[src/rtl/retire_unit.sv]
// Retire stage: commits tag-matched instructions and redirects fetch on taken branches.
// Optional misaligned-target trap is enabled by defining RETIRE_MISALIGN_TRAP_EN.
module retire_unit #(
    parameter logic [31:0] TRAP_VECTOR = 32'h0000_0100
) (
    input  logic        clk,
    input  logic        reset,
    input  logic        ce,
    input  logic        valid_in,
    input  logic [3:0]  tag_in,
    input  logic        is_branch,
    input  logic        taken_in,
    input  logic [31:0] target_in,
    input  logic        we_in,
    input  logic [4:0]  rd_in,
    input  logic [31:0] wb_data_in,
    output logic        jump,
    output logic [31:0] result,
    output logic        reg_we,
    output logic [4:0]  reg_addr,
    output logic [31:0] reg_data,
    output logic [3:0]  curr_tag,
    output logic        trap
);

    localparam logic [0:0] StRun      = 1'b0;
    localparam logic [0:0] StRedirect = 1'b1;

    logic [0:0]  state_q, state_d;
    logic        jump_q, jump_d;
    logic [31:0] result_q, result_d;
    logic        reg_we_q, reg_we_d;
    logic [4:0]  reg_addr_q, reg_addr_d;
    logic [31:0] reg_data_q, reg_data_d;
    logic [3:0]  tag_q, tag_d;
    logic        trap_d;
    logic        match;

    // REDIRECT swallows one cycle so fetch can update its tag alongside ours.
    assign match = ce & valid_in & (state_q == StRun) & (tag_in == tag_q);

    always_comb begin
        state_d    = StRun;
        jump_d     = 1'b0;
        reg_we_d   = 1'b0;
        trap_d     = 1'b0;
        result_d   = result_q;
        reg_addr_d = reg_addr_q;
        reg_data_d = reg_data_q;
        tag_d      = tag_q;
        if (match) begin
            reg_we_d   = we_in & (rd_in != 5'd0);
            reg_addr_d = rd_in;
            reg_data_d = wb_data_in;
            if (is_branch && taken_in) begin
                jump_d   = 1'b1;
                result_d = target_in;
                tag_d    = tag_q + 4'd1;
                state_d  = StRedirect;
`ifdef RETIRE_MISALIGN_TRAP_EN
                if (target_in[1:0] != 2'b00) begin
                    trap_d   = 1'b1;
                    result_d = TRAP_VECTOR;
                    reg_we_d = 1'b0;
                end
`endif
            end
        end
    end

    always_ff @(posedge clk or posedge reset) begin
        if (reset) begin
            state_q    <= StRun;
            jump_q     <= 1'b0;
            result_q   <= 32'd0;
            reg_we_q   <= 1'b0;
            reg_addr_q <= 5'd0;
            reg_data_q <= 32'd0;
            tag_q      <= 4'd0;
        end else begin
            state_q    <= state_d;
            jump_q     <= jump_d;
            result_q   <= result_d;
            reg_we_q   <= reg_we_d;
            reg_addr_q <= reg_addr_d;
            reg_data_q <= reg_data_d;
            tag_q      <= tag_d;
        end
    end

`ifdef RETIRE_MISALIGN_TRAP_EN
    logic trap_q;

    always_ff @(posedge clk or posedge reset) begin
        if (reset) begin
            trap_q <= 1'b0;
        end else begin
            trap_q <= trap_d;
        end
    end

    assign trap = trap_q;
`else
    logic unused_trap;
    assign unused_trap = trap_d ^ (^TRAP_VECTOR);
    assign trap        = 1'b0;
`endif

    assign jump     = jump_q;
    assign result   = result_q;
    assign reg_we   = reg_we_q;
    assign reg_addr = reg_addr_q;
    assign reg_data = reg_data_q;
    assign curr_tag = tag_q;

endmodule

[config.mk]
export PLATFORM = sky130hd
export DESIGN_NAME = retire_unit
export DESIGN_NICKNAME = d
export VERILOG_FILES = /design/src/rtl/retire_unit.sv
export SDC_FILE = /design/constraint.sdc
export NUM_CORES = 1
export LEC_CHECK = 0
export ABC_AREA = 1
export CAP_MARGIN = 20
export CELL_PAD_IN_SITES_DETAIL_PLACEMENT = 0
export CELL_PAD_IN_SITES_GLOBAL_PLACEMENT = 1
export CORE_ASPECT_RATIO = 1.2
export CORE_MARGIN = 2
export CORE_UTILIZATION = 31
export DETAILED_ROUTE_END_ITERATION = 16
export PLACE_DENSITY_LB_ADDON = 0.1
export SLEW_MARGIN = 5
export SYNTH_ARGS = -nofsm -noshare
export SYNTH_HDL_FRONTEND = slang
export SYNTH_SLANG_ARGS = --single-unit
[constraint.sdc]
create_clock -name clk -period 4.22 [get_ports clk]
set_input_delay 1.055 -clock clk [delete_from_list [all_inputs] [get_ports clk]]
set_output_delay 1.055 -clock clk [all_outputs]
set_load 0.01 [all_outputs]
# Word-level counts from Yosys, hierarchy flattened
# Index checks and enable logic that the tools add are counted.
# op_classes
n_addsub,1
n_eq_ne,1
n_mux,3
bitwise_logic,5
n_reduce_logical,3
# ops
op,n
5-bit nonzero test,1
"4-bit by 1-bit adder with 4-bit output, second input constant",1
1-bit bitwise AND,4
4-bit == test,1
1-bit two-way mux,3
2-bit AND reduction,1
1-bit logical AND,1
1-bit NOT,1
# totals
ff_bits,75
inputBits,80
out_inout_bits,76
elab_cells,19

# Depth between registers and ports, before layout
# Gate-level depths: netlist (run 1).
# logic_depth
ltp_word,4
mapped_depth,9
depth_no_buf,8

# Worst setup path after synthesis (run 1)
# OpenSTA, ideal clock, no wires.
# synth_timing
path_type,input to register
from,in tag_in[0]
to,reg tag_q[3] (netlist: curr_tag[3])
setup_ns,0.117
t_arrival_ns,1.791
slack_ns,2.312
stages,8
n_path_buf,1
cell_sequence,inv_1 > nand2_1 > nand2_1 > nor2_4 > nand4_4 > buf_6 > nand2_1 > nand2_1
# synth_between
elab_chain_cells,3
# synth_rtl
item,line_no,text
start: declaration,10,"input logic [3:0] tag_in,"
4-bit == test,40,assign match = ce & valid_in & (state_q == StRun) & (tag_in == tag_q);
1-bit bitwise AND,40,
2-bit AND reduction (no line),-,
end signal: assignment,87,tag_q <= tag_d;
end: declaration,35,"logic [3:0] tag_q, tag_d;"
# No other way between the ends.
# A chain may end at the register's enable or synchronous reset.

# Worst setup path after layout (run 1)
# layout_timing
from,in tag_in[3]
to,reg reg_addr_q[3] (netlist: reg_addr[3])
# layout_between
elab_chain_cells,2
# layout_rtl
item,line_no,text
4-bit == test,40,
1-bit bitwise AND,40,
end signal: assignment,85,reg_addr_q <= reg_addr_d;
end: declaration,33,"logic [4:0] reg_addr_q, reg_addr_d;"
# No other way between the ends.

==> flow_summary.yaml, run 1 <==
sta:
  finalSetupViolCount: 0
  finClkSkew_ns: 0.00336
  worst_pin_slew_ns: 0.842
  fin_crit_sh_pct: 64.5
  rsz0062_at_grt: "false"
  timing.final.hold_violations: 0
  drv_slew: 0
  final.setup.worst_slack_ns: 1.50
  setup_tns_ns: 0
  fmax_mhz: 367
  period_minus_slack_ns: 2.72
  max_slew_margin_pct: 43.8
placed_design:
  portBuffers: 154
  gp_congestion: 0.688
  dp_hpwl_mm: 5.70
  place_area_um2: 4750
  place_ws_ns: 1.11
drt:
  antenna_left: 0
  drtIter0Drc: 91
  drtPass1Iterations: 4
  drc: 0
  vias: 2788
  drt-wirelength-per-cell_um: 13.1
  detail_route.wirelength_mm: 8.40
  viasPerCell: 4.36
yosys:
  synth_area_per_cell_um2: 8.82
  syn_inst: 359
  yosys_warnings: 0
  synth_edf_count: 0
  ys_seq_elements: 75
  synth.area.top_cells: "dfrtp_1 59%, nand2_1 23%, nand3_1 6.3%"
  async_reset_ff_share_pct: 100
  synth_largest_area_cell: "dfrtp_1"
  synth_cell_types: 21
  synth_top_area_share_pct: 59.2
  syn_area_um2: 3170
  ys.flop_type: "dfrtp_1"
  yosysSeqAreaShare_pct: 59.2
  post-synth-top-count-cell: "nand2_1"
  syn_nets: 440
  synth_commonest_cells: "191 x nand2_1, 75 x dfrtp_1, 40 x nand3_1"
floorplan:
  die-area_um2: 11000
  rows: 40
  start_util_pct: 31.8
  num_io_pins: 156
  core_um2: 9960
  fp.dieW_um: 96.3
  die_h_um: 115
cts:
  clockBufferDepth: 2
  cts_made_buffers: 9
  cts_root_buffer: "clkbuf_16"
  insertion_delay_ns: 0.33
  clk_pin_slew_ns: 0.05
  post_cts_buffers: 0
  cts.sink_count: 75
  hold_buffers: 0
  cts.htree.levels: 3
  cts_tree: "yes"
  cts_resized: 0
finish:
  area_growth_pct: 59.8
  num_antenna_cells: 0
  num-nets-final: 591
  design_area_um2: 5060
  drive_gt1_share_pct: 6.03
global_route:
  grt_remaining_overflow: 0
  grt.total_usage_pct: 15.9
  antenna_found_initial: 0
  grt_pass1_vias: 2783
  grt_pass1_wl_mm: 13.5
  grt_max_degree: 59
worst_setup_path:
  critPathMaxFanout: 41
  worstSetupStartpointType: "input pin"
  cp_data_required_time_ns: 4.40
  arrival_ns: 2.90
  crit_type: "in2reg"
  crit_path_end_kind: "register"
job:
  maxCapViolations: 0
pwr:
  power_density_nw_per_um2: 405
  vdd_drop_max_uv: 191
  power.leakage_uw: 0.00251
status:
  status: "finished, final reports clean"
worst_hold_path:
  hp-class: "reg2reg"
[metrics by stage]
step	utilization [%]	instances	total power (uW)	hold slack (ns)
5_1_grt	50.8	640	2170	0.490
4_1_cts	50.6	639	2080	0.480
6_report	50.8	640	2050	0.478
2_1_floorplan	-	359	1020	0.513
3_3_place_gp	47.7	624	1310	0.461
3_5_place_dp	47.7	624	1310	0.465
[cell usage in the layout (no fill, tap or decap), types with 3 or more instances in the layout]
cell / synthesis / routed
nand2_1: 191 / 191
clkdlybuf4s50_1: 0 / 154
dfrtp_1: 75 / 75
nand3_1: 40 / 40
inv_1: 13 / 12
clkbuf_16: 0 / 9
inv_2: 4 / 4
o21ai_1: 3 / 3
[power by group]
group	switching [uW]	total (uW)	internal, uW
logic	173	434	261
clock network	270	755	486
registers	50.6	861	811
total	493	2050	1560
[cell type report]
cell class | instances | area [um2]
well taps | 126 | 158
inverters | 17 | 65.1
clock buffers | 13 | 260
clock inverters | 2 | 35.0
fillers | 950 | 4900
multi-input cells | 249 | 1070
repair buffers | 158 | 1600
flip-flops and latches | 75 | 1880
[final timing paths]
path	from	end	slack [ns]	cells past startpoint
worst max-delay path	tag_in[3]	reg_addr[3]	1.50	8
worst min-delay path	result[0]	result[0]	0.48	2
worst max register to register	curr_tag[0]	reg_addr[3]	2.28	7
worst min register to register	result[0]	result[0]	0.48	2
max in group asynchronous	reset	curr_tag[2]	2.33	4
min in group asynchronous	reset	reg_data[30]	1.06	2
[flip-flops by register name, summed over array words and instances (netlist names)]
register / flops
jump: 1
curr_tag: 4
reg_addr: 5
result: 32
reg_data: 32
reg_we: 1
[per-layer routing]
layer	up-vias	share of wire, %	track usage, %
li1	1403	-	-
met1	1270	44	20.6
met2	101	46	23.8
met3	14	8.7	5.57
met4	0	2.0	7.24
met5	-	0	0
[critical path, stage by stage]
cell and delay (ns):
clkdlybuf4s50_1 0.51, inv_1 0.06, nand2_1 0.05, nand2_1 0.06, nor2_2 0.16, nand3_2 0.68, nand2_1 0.22, o21ai_1 0.08
[cell families (layout without fill, tap and decap cells)]
| group | Yosys count | after routing | share of synthesized area, % |
|---|---|---|---|
| compound gates | 4 | 4 | 0.711 |
| flops | 75 | 75 | 59.2 |
| buf+inv | 35 | 190 | 6.99 |
| simple gates | 241 | 241 | 32.0 |
| xor+xnor | 2 | 2 | 0.553 |
| other cells | 1 | 1 | 0.118 |
| fa+ha+maj | 1 | 1 | 0.395 |
No activity file was read; power rests on OpenSTA's default activity.
==> run 2: changes to the inputs <==
CORE_UTILIZATION = 29   (was 31)
clock period = 2.76 ns   (was 4.22 ns; I/O delays follow)
==> flow_summary.yaml, run 2 (same netlist as run 1, synthesis figures left out) <==
cts:
  cts_resized: 0
  clk_pin_slew_ns: 0.06
  cts.sink_count: 75
  insertion_delay_ns: 0.33
  post_cts_buffers: 0
  cts_root_buffer: "clkbuf_16"
  hold_buffers: 0
  cts_tree: "yes"
  cts.htree.levels: 3
  cts_made_buffers: 9
  clockBufferDepth: 2
finish:
  num-nets-final: 594
  seq_area_um2: 1880
  fin_cells: 647
  fillers: 996
  area_growth_pct: 62.7
  drive_gt1_share_pct: 7.14
  multi_input_area_um2: 1070
  design_area_um2: 5150
  final_common_cell: "nand2_1"
  num_antenna_cells: 0
  final_cell_mix: "191 x nand2_1, 154 x clkdlybuf4s50_1, 75 x dfrtp_1"
global_route:
  antenna_found_initial: 0
  grt.total_usage_pct: 14.6
  grt_pass1_vias: 2757
  grt_remaining_overflow: 0
  grt_max_degree: 42
  grt_pass1_wl_mm: 13.7
drt:
  drt-wirelength-per-cell_um: 13.1
  drtIter0Drc: 85
  vias: 2782
  drtPass1Iterations: 4
  antenna_left: 0
  viasPerCell: 4.30
  drc: 0
  detail_route.wirelength_mm: 8.50
floorplan:
  start_util_pct: 30.0
  die-area_um2: 11800
  rows: 41
  die_h_um: 118
  core_um2: 10600
  fp.dieW_um: 99.4
  num_io_pins: 156
worst_setup_path:
  crit_chain: "clkdlybuf4s50_1 -> inv_1 -> nand2_1 -> nand2_1 -> nor2_4 -> nand4_4 -> nand2_1 -> nand2_1"
  reg2reg_depth: 6
  cp_data_required_time_ns: 2.97
  rrSetupSlack_ns: 1.05
  crit_type: "in2reg"
  slowest_stage: "clkdlybuf4s50_1"
  critical_path.top_delay_family: "simple AND/OR/NAND/NOR gates"
  critPathMaxFanout: 37
  arrival_ns: 2.32
  slowest_delay_ns: 0.49
  worstSetupStartpointType: "input pin"
  cpMostUsedCell: "nand2_1"
  reg2reg_from: "jump"
  r2r-end: "result[30]"
  crit_buf_inv: 2
  crit_path_end_kind: "register"
placed_design:
  gp_congestion: 0.717
  place_area_um2: 4790
  dp_hpwl_mm: 5.91
  dpl.cell_count: 631
  portBuffers: 154
job:
  maxCapViolations: 0
worst_hold_path:
  hp-start: "reg_data[5]"
  whs_path_depth: 2
  hp-class: "reg2reg"
  min_to: "reg_data[5]"
sta:
  fmax_mhz: 474
  setup_tns_ns: 0
  rsz0062_at_grt: "false"
  finalSetupViolCount: 0
  fin_crit_sh_pct: 76.5
  max_slew_margin_pct: 61.0
  timing.final.hold_violations: 0
  finClkSkew_ns: 0.00426
  period_minus_slack_ns: 2.11
  worst_pin_slew_ns: 0.584
  drv_slew: 0
status:
  status: "finished, final reports clean"
pwr:
  power.leakage_uw: 0.00256
  vdd_drop_max_uv: 300
  power_density_nw_per_um2: 655
run 2: cell types whose count changed in the layout (fill, tap and decap cells not counted), sizes merged:
cell / change
buf: +3
bufinv: +2
clkbuf: -1
run 2: power breakdown:
group | leakage (uW) | switching, uW | internal [uW] | total [uW]
clock | 0.000179 | 437 | 955 | 1390
sequential | 0.00100 | 76.2 | 1240 | 1320
combinational | 0.00138 | 266 | 402 | 668
total | 0.00256 | 780 | 2600 | 3380
run 2: final cells by class:
| type | instances | area share (%) |
|---|---|---|
| Sequential cell | 75 | 36.4 |
| Timing Repair Buffer | 161 | 31.4 |
| Inverter | 17 | 1.26 |
| Clock buffer | 12 | 5.17 |
| Multi-Input combinational cell | 249 | 20.8 |
| Clock inverter | 4 | 1.85 |
| Tap cell | 129 | 3.13 |
run 2: how the worst max path moves through the flow:
stage,start,endpoint,slack (ns),cells after the start
final,tag_in[0],result[30],0.65,8
after global routing,tag_in[0],result[29],0.51,8
after CTS,tag_in[0],result[29],0.64,8
after detailed placement,ce,result[29],0.30,6
after global placement,tag_in[0],result[20],0.33,8
after floorplan,reset,curr_tag[0],0.16,1
run 2: per-layer routing:
| metal | share of wire, % | wire (um) | global-route usage [%] |
|---|---|---|---|
| met1 | 45 | 3810 | 19.1 |
| met2 | 46 | 3920 | 22.8 |
| met3 | 7.2 | 614 | 3.84 |
| met4 | 1.7 | 148 | 6.42 |
| met5 | 0 | 0 | 0 |
run 2: metrics by stage:
stage | setup WS (ns) | power (uW) | hold slack, ns | utilization [%]
after floorplan | 0.160 | 1560 | 0.513 | -
after global placement | 0.333 | 2000 | 0.461 | 45.3
after detailed placement | 0.301 | 2010 | 0.466 | 45.3
after CTS | 0.645 | 3430 | 0.480 | 48.8
after global routing | 0.505 | 3530 | 0.497 | 48.8
final | 0.649 | 3380 | 0.475 | 48.8
run 2: worst register-to-register path, cell delays in order (launching register included):
cell     delay [ns]
dfrtp_1        0.39
inv_1          0.06
nand3_1        0.13
nor2_2         0.22
nand4_4        0.48
nand2_1        0.24
nand2_1        0.07
